**config.mk**
```make
export PLATFORM = sky130hd
export DESIGN_NAME = pipe_ctrl_flat
export DESIGN_NICKNAME = d
export VERILOG_FILES = /design/src/rtl/pipe_ctrl_pkg.sv /design/src/rtl/pipe_ctrl_if.sv /design/src/rtl/pipe_ctrl.sv /design/src/flat_wrapper.sv
export SDC_FILE = /design/constraint.sdc
export NUM_CORES = 1
export LEC_CHECK = 0
export CAP_MARGIN = 40
export CORE_ASPECT_RATIO = 2
export CORE_MARGIN = 2
export CORE_UTILIZATION = 48
export CTS_CLUSTER_SIZE = 10
export DETAILED_ROUTE_END_ITERATION = 16
export GPL_TIMING_DRIVEN = 0
export PLACE_DENSITY = 0.89
export REMOVE_ABC_BUFFERS = 1
export SLEW_MARGIN = 25
export SYNTH_ARGS = -nofsm -noshare
export SYNTH_HDL_FRONTEND = slang
export SYNTH_SLANG_ARGS = --single-unit
```
**constraint.sdc**
```tcl
create_clock -name clk -period 4.05 [get_ports clk]
set_input_delay 0.6075 -clock clk [delete_from_list [all_inputs] [get_ports clk]]
set_output_delay 0.6075 -clock clk [all_outputs]
set_load 0.01 [all_outputs]
```
**src/rtl/pipe_ctrl_pkg.sv**
```systemverilog
`default_nettype none
// ============================================================================
// Module      : pipe_ctrl_pkg
// Description : Shared hold-flag encodings and controller state type for the
//               pipeline sequencing controller.
// Revision    : 1.0 - initial release
// ============================================================================
package pipe_ctrl_pkg;

  // Hold levels consumed by every pipeline stage register
  localparam logic [2:0] c_HOLD_NONE = 3'd0;
  localparam logic [2:0] c_HOLD_PC   = 3'd1;
  localparam logic [2:0] c_HOLD_IF   = 3'd2;
  localparam logic [2:0] c_HOLD_ID   = 3'd3;

  typedef enum logic [1:0] {
    ST_RUN   = 2'd0,
    ST_FLUSH = 2'd1,
    ST_DIV   = 2'd2,
    ST_HALT  = 2'd3
  } state_t;

  // Increment that sticks at all-ones instead of wrapping
  function automatic logic [31:0] sat_inc32(input logic [31:0] v);
    return (v == 32'hFFFF_FFFF) ? v : v + 32'd1;
  endfunction

endpackage
`default_nettype wire

```
**src/rtl/pipe_ctrl_if.sv**
```systemverilog
`default_nettype none
// ============================================================================
// Module      : pipe_ctrl_if
// Description : Event and control bundle between the core and pipe_ctrl.
//               master = core side raising events, slave = the controller.
// Revision    : 1.0 - initial release
// ============================================================================
interface pipe_ctrl_if;

  logic        jump_flag_i;
  logic [31:0] jump_addr_i;
  logic        div_busy_i;
  logic        halt_req_i;
  logic [2:0]  hold_flag_o;
  logic        jump_flag_o;
  logic [31:0] jump_addr_o;
  logic        div_kill_o;
  logic        div_err_o;
  logic        halt_ack_o;
  logic [31:0] stall_cnt_o;

  modport master (
    output jump_flag_i, jump_addr_i, div_busy_i, halt_req_i,
    input  hold_flag_o, jump_flag_o, jump_addr_o, div_kill_o,
    input  div_err_o, halt_ack_o, stall_cnt_o
  );

  modport slave (
    input  jump_flag_i, jump_addr_i, div_busy_i, halt_req_i,
    output hold_flag_o, jump_flag_o, jump_addr_o, div_kill_o,
    output div_err_o, halt_ack_o, stall_cnt_o
  );

endinterface
`default_nettype wire

```
**src/rtl/pipe_ctrl.sv**
```systemverilog
`default_nettype none
// ============================================================================
// Module      : pipe_ctrl
// Description : Pipeline sequencing controller. Turns jump / divide / halt
//               events into the shared hold flag and PC redirect, sequences
//               the post-jump flush, guards divide stalls with a timeout and
//               counts stalled cycles.
// Revision    : 1.0 - initial release
// ============================================================================
module pipe_ctrl
  import pipe_ctrl_pkg::*;
#(
  parameter int FLUSH_CYCLES = 2,
  parameter int DIV_TIMEOUT  = 64
) (
  input  logic        clk,
  input  logic        rst,
  pipe_ctrl_if.slave  bus
);

  localparam int                 c_TMO_W     = $clog2(DIV_TIMEOUT + 1);
  localparam logic [c_TMO_W-1:0] c_TMO_MAX   = c_TMO_W'(DIV_TIMEOUT);
  localparam logic [c_TMO_W-1:0] c_TMO_ONE   = c_TMO_W'(1);
  localparam logic [2:0]         c_FLUSH_LD  = 3'(FLUSH_CYCLES);

  state_t               r_state;
  logic [2:0]           r_flush_cnt;
  logic [c_TMO_W-1:0]   r_tmo_cnt;
  logic                 r_div_err;
  logic [31:0]          r_stall_cnt;

  state_t               w_state_nxt;
  logic [2:0]           w_flush_nxt;
  logic [c_TMO_W-1:0]   w_tmo_nxt;
  logic [c_TMO_W-1:0]   w_tmo_inc;
  logic                 w_set_err;
  logic [2:0]           w_hold;
  logic                 w_jump;
  logic                 w_kill;
  logic                 w_ack;

  assign w_tmo_inc = (r_tmo_cnt == c_TMO_MAX) ? r_tmo_cnt : r_tmo_cnt + c_TMO_ONE;

  // Mealy outputs and next-state decisions; everything is forced idle in reset
  always_comb begin
    w_state_nxt = r_state;
    w_flush_nxt = r_flush_cnt;
    w_tmo_nxt   = r_tmo_cnt;
    w_set_err   = 1'b0;
    w_hold      = c_HOLD_NONE;
    w_jump      = 1'b0;
    w_kill      = 1'b0;
    w_ack       = 1'b0;
    if (!rst) begin
      case (r_state)
        ST_RUN: begin
          if (bus.jump_flag_i) begin
            w_jump      = 1'b1;
            w_hold      = c_HOLD_ID;
            w_flush_nxt = c_FLUSH_LD;
            w_state_nxt = ST_FLUSH;
          end else if (bus.div_busy_i) begin
            w_hold      = c_HOLD_ID;
            w_tmo_nxt   = '0;
            w_state_nxt = ST_DIV;
          end else if (bus.halt_req_i) begin
            w_hold      = c_HOLD_PC;
            w_state_nxt = ST_HALT;
          end
        end
        ST_FLUSH: begin
          // EX holds a wrong-path instruction here, so every event is ignored
          w_hold      = c_HOLD_IF;
          w_flush_nxt = (r_flush_cnt == 3'd0) ? 3'd0 : r_flush_cnt - 3'd1;
          if (r_flush_cnt <= 3'd1) begin
            w_state_nxt = ST_RUN;
          end
        end
        ST_DIV: begin
          if (bus.jump_flag_i) begin
            // Abandon the divide: its result belongs to the wrong path
            w_kill      = 1'b1;
            w_jump      = 1'b1;
            w_hold      = c_HOLD_ID;
            w_flush_nxt = c_FLUSH_LD;
            w_state_nxt = ST_FLUSH;
          end else if (bus.div_busy_i) begin
            w_hold    = c_HOLD_ID;
            w_tmo_nxt = w_tmo_inc;
            if (w_tmo_inc == c_TMO_MAX) begin
              w_kill      = 1'b1;
              w_set_err   = 1'b1;
              w_state_nxt = ST_RUN;
            end
          end else begin
            w_state_nxt = ST_RUN;
          end
        end
        ST_HALT: begin
          if (bus.halt_req_i) begin
            w_hold = c_HOLD_PC;
            w_ack  = 1'b1;
          end else begin
            w_state_nxt = ST_RUN;
          end
        end
        default: w_state_nxt = ST_RUN;
      endcase
    end
  end

  // State, counters, sticky error and saturating stall counter
  always_ff @(posedge clk) begin
    if (rst) begin
      r_state     <= ST_RUN;
      r_flush_cnt <= 3'd0;
      r_tmo_cnt   <= '0;
      r_div_err   <= 1'b0;
      r_stall_cnt <= 32'd0;
    end else begin
      r_state     <= w_state_nxt;
      r_flush_cnt <= w_flush_nxt;
      r_tmo_cnt   <= w_tmo_nxt;
      if (w_set_err) begin
        r_div_err <= 1'b1;
      end
      if (w_hold != c_HOLD_NONE) begin
        r_stall_cnt <= sat_inc32(r_stall_cnt);
      end
    end
  end

  assign bus.hold_flag_o = w_hold;
  assign bus.jump_flag_o = w_jump;
  assign bus.jump_addr_o = w_jump ? bus.jump_addr_i : 32'd0;
  assign bus.div_kill_o  = w_kill;
  assign bus.halt_ack_o  = w_ack;
  assign bus.div_err_o   = r_div_err;
  assign bus.stall_cnt_o = r_stall_cnt;

endmodule
`default_nettype wire

```
**src/flat_wrapper.sv**
```systemverilog
// flat-port wrapper written by rule: the top's interface ports become plain ports
module pipe_ctrl_flat import pipe_ctrl_pkg::*;
#(
  parameter int FLUSH_CYCLES = 2,
  parameter int DIV_TIMEOUT  = 64
)
  (clk, rst, bus_jump_flag_i, bus_jump_addr_i, bus_div_busy_i, bus_halt_req_i, bus_hold_flag_o, bus_jump_flag_o, bus_jump_addr_o, bus_div_kill_o, bus_div_err_o, bus_halt_ack_o, bus_stall_cnt_o);
  pipe_ctrl_if bus_i ();
  input  logic clk;
  input  logic rst;
  input wire logic [$bits(bus_i.jump_flag_i)-1:0] bus_jump_flag_i;
  input wire logic [$bits(bus_i.jump_addr_i)-1:0] bus_jump_addr_i;
  input wire logic [$bits(bus_i.div_busy_i)-1:0] bus_div_busy_i;
  input wire logic [$bits(bus_i.halt_req_i)-1:0] bus_halt_req_i;
  output wire logic [$bits(bus_i.hold_flag_o)-1:0] bus_hold_flag_o;
  output wire logic [$bits(bus_i.jump_flag_o)-1:0] bus_jump_flag_o;
  output wire logic [$bits(bus_i.jump_addr_o)-1:0] bus_jump_addr_o;
  output wire logic [$bits(bus_i.div_kill_o)-1:0] bus_div_kill_o;
  output wire logic [$bits(bus_i.div_err_o)-1:0] bus_div_err_o;
  output wire logic [$bits(bus_i.halt_ack_o)-1:0] bus_halt_ack_o;
  output wire logic [$bits(bus_i.stall_cnt_o)-1:0] bus_stall_cnt_o;
  assign bus_i.jump_flag_i = bus_jump_flag_i;
  assign bus_i.jump_addr_i = bus_jump_addr_i;
  assign bus_i.div_busy_i = bus_div_busy_i;
  assign bus_i.halt_req_i = bus_halt_req_i;
  assign bus_hold_flag_o = bus_i.hold_flag_o;
  assign bus_jump_flag_o = bus_i.jump_flag_o;
  assign bus_jump_addr_o = bus_i.jump_addr_o;
  assign bus_div_kill_o = bus_i.div_kill_o;
  assign bus_div_err_o = bus_i.div_err_o;
  assign bus_halt_ack_o = bus_i.halt_ack_o;
  assign bus_stall_cnt_o = bus_i.stall_cnt_o;
  pipe_ctrl #(.FLUSH_CYCLES(FLUSH_CYCLES), .DIV_TIMEOUT(DIV_TIMEOUT)) u_core (.clk(clk), .rst(rst), .bus(bus_i));
endmodule
```
==> results.toml <==
[floorplan]
start_util_pct = 49.2
rows = 39
die-area_um2 = 6460
coreArea_um2 = 5660
die_x_um = 57.8
io_pins = 108
die_height_um = 112

[setup_path]
crit_end = "bus_div_kill_o"
crit_path_max_fanout = 7
reg2reg_slack_ns = 1.18
r2r_start = "u_core.r_state[1]"
path_class = "reg -> out"
start_kind = "register"
cp_slowest_cell = "clkdlybuf4s50_1"
critPathTopFamily = "compound AO/OA/AOI/OAI gates"
path_buf_inv = 1
endpoint_kind = "primary output"
crit_start = "u_core.r_tmo_cnt[0]"
cp_data_arrival_time_ns = 3.14
worstPathRequired_ns = 3.44
reg2reg_depth = 5
max_stage_delay_ns = 0.62
path_cells = "ha_1, nand3_1, xnor2_1, nor4b_1, o2111ai_1, a2111oi_0, clkdlybuf4s50_1"
crit_cells = 7
timing.rr.end = "u_core.bus.stall_cnt_o[23]"

[logic_synthesis]
yosys_warnings = 0
synthSimpleGateAreaFrac_pct = 36.8
synthMuxAreaShare_pct = 1.53
synth_cells = 367
yosysSeqAreaShare_pct = 32.4
synth-edff-count = 0
synth_top_family_by_area = "simple AND/OR/NAND/NOR gates"
synth.avg_cell_area_um2 = 7.58
syn_area_um2 = 2780
synthAdderAreaFrac_pct = 2.25
synth_cell_types = 52
synth_compound_area_share_pct = 20.7
async_flop_share_pct = 0
synth_flop_cell = "dfxtp_1"
synth-xor-area-share_pct = 1.26
synth-seq-cells = 45

[drt]
dr.pass1.iters = 5
vias = 3231
wl_per_cell_um = 15.0
drc = 0
drt_iter0_drc = 255
wl_mm = 7.86
viasPerCell = 6.15
route.antenna.remaining_nets = 0

[place]
hpwl_mm = 5.83
gp_routability_congestion = 0.845
port_buffers = 106
place_inst = 516
place_ws_ns = 0.623

[cts]
ctsResizeCount = 0
clockBufferDepth = 2
ctsRootBufferMaster = "clkbuf_16"
post-cts-setup-buffer-count = 0
htree_num_levels = 2
cts_tree = "yes"
clk_pin_slew_worst_paths_ns = 0.07
hold_buffers = 0
clk_latency_ns = 0.29
cts_buffers = 5
cts_sinks = 45

[global_routing]
grt_max_degree = 37
antenna_found_initial = 0
gr-total-overflow = 0
grt.total_usage_pct = 24.7
grt_pass1_wl_mm = 13.0
grt_pass1_vias = 3102

[timing]
setup_viol = 0
rsz0062_at_grt = "no"
skew_ns = 0.00781
slew_headroom_pct = 43.8
min_period_ns = 3.74
fmax_mhz = 267
timing.final.ws_setup_ns = 0.307
hold_viol = 0
worstMarginPinSlew_ns = 0.841
min_period_over_period_pct = 92.4
report.final.slew_viol_count = 0

[layout]
instances_no_fill = 525
area_growth_pct = 45.7
diodes = 0
drive_above_1_share_pct = 4.31
nets = 505
final_cell_mix = "clkdlybuf4s50_1 (105), dfxtp_1 (45), and2_1 (35)"
layout_commonest_cell = "clkdlybuf4s50_1"
nFillCells = 446

[flow_run]
max_cap_violations = 0

[hold_path]
hold_path_class = "reg -> reg"

[pwr]
powerDensity_nw_per_um2 = 267
vdd_drop_max_uv = 438
leakage_uw = 0.00134

[outcome]
outcome = "finished, final reports clean"
## registers in the layout, summed over array words and instances (netlist names)
signal,cells
u_core.r_flush_cnt,3
u_core.bus.stall_cnt_o,32
u_core.r_tmo_cnt,7
u_core.bus.div_err_o,1
u_core.r_state,2
## stage by stage
step	utilization, %	setup TNS [ns]	instance area, um^2	total power (uW)	hold slack (ns)
CTS	71.4	0	4040	1090	0.485
floorplan	-	0	2690	524	0.446
detailed placement	68.4	0	3870	621	0.465
global placement	67.6	-47.87	3830	614	0.459
finish	71.6	0	4060	1080	0.484
global route	71.6	0	4060	1120	0.507
## cells in the mapped netlist (all sizes together) (8+ instances only)
| master | n | area share [%] |
|---|---|---|
| or3 | 19 | 4.3 |
| nor3 | 12 | 2.2 |
| clkbuf | 15 | 2.0 |
| a21oi | 33 | 5.9 |
| nor2 | 25 | 3.4 |
| or4 | 8 | 2.2 |
| nand2 | 19 | 2.6 |
| nand3 | 19 | 3.4 |
| nand4 | 20 | 4.5 |
| inv | 12 | 1.6 |
| dfxtp | 45 | 32 |
| o21ai | 27 | 4.9 |
| and2 | 35 | 7.9 |
## where the power goes
part | switching, uW | internal (uW)
registers | 11.9 | 448
clock network | 181 | 292
logic | 68.4 | 83.4
total | 261 | 823
## area by class of cell
cell class | instances | area [um^2] | area share (%)
inverter | 12 | 45.0 | 1.11
clock buffer | 5 | 125 | 3.09
sequential | 45 | 901 | 22.2
tap | 61 | 76.3 | 1.88
multi-input combinational | 289 | 1760 | 43.4
timing repair buffer | 110 | 1100 | 27.1
clock inverter | 3 | 46.3 | 1.14
## worst min-delay path by stage
stage / start / endpoint / depth (start not counted)
2_1_floorplan: u_core.r_tmo_cnt[6] / u_core.r_tmo_cnt[6] / 2
3_3_place_gp: u_core.bus.div_err_o / u_core.bus.div_err_o / 1
3_5_place_dp: u_core.bus.div_err_o / u_core.bus.div_err_o / 1
4_1_cts: u_core.bus.div_err_o / u_core.bus.div_err_o / 1
5_1_grt: u_core.bus.div_err_o / u_core.bus.div_err_o / 1
6_report: u_core.bus.div_err_o / u_core.bus.div_err_o / 1
## cell families after synthesis
group,count (synthesis)
AND/OR/NAND/NOR,182
AO/OA/AOI/OAI,93
flip-flops,45
buffers and inverters,33
adder cells (fa/ha/maj),5
XOR/XNOR,4
multiplexers,4
other,1
## layer usage
layer | vias up | part of all wire, % | GRT usage, %
li1 | 1554 | - | -
met1 | 1472 | 35 | 23.6
met2 | 182 | 54 | 47.1
met3 | 23 | 7.6 | 4.65
met4 | 0 | 3.1 | 12.4
met5 | - | 0 | 0
Power figures use the tool's default switching activity.
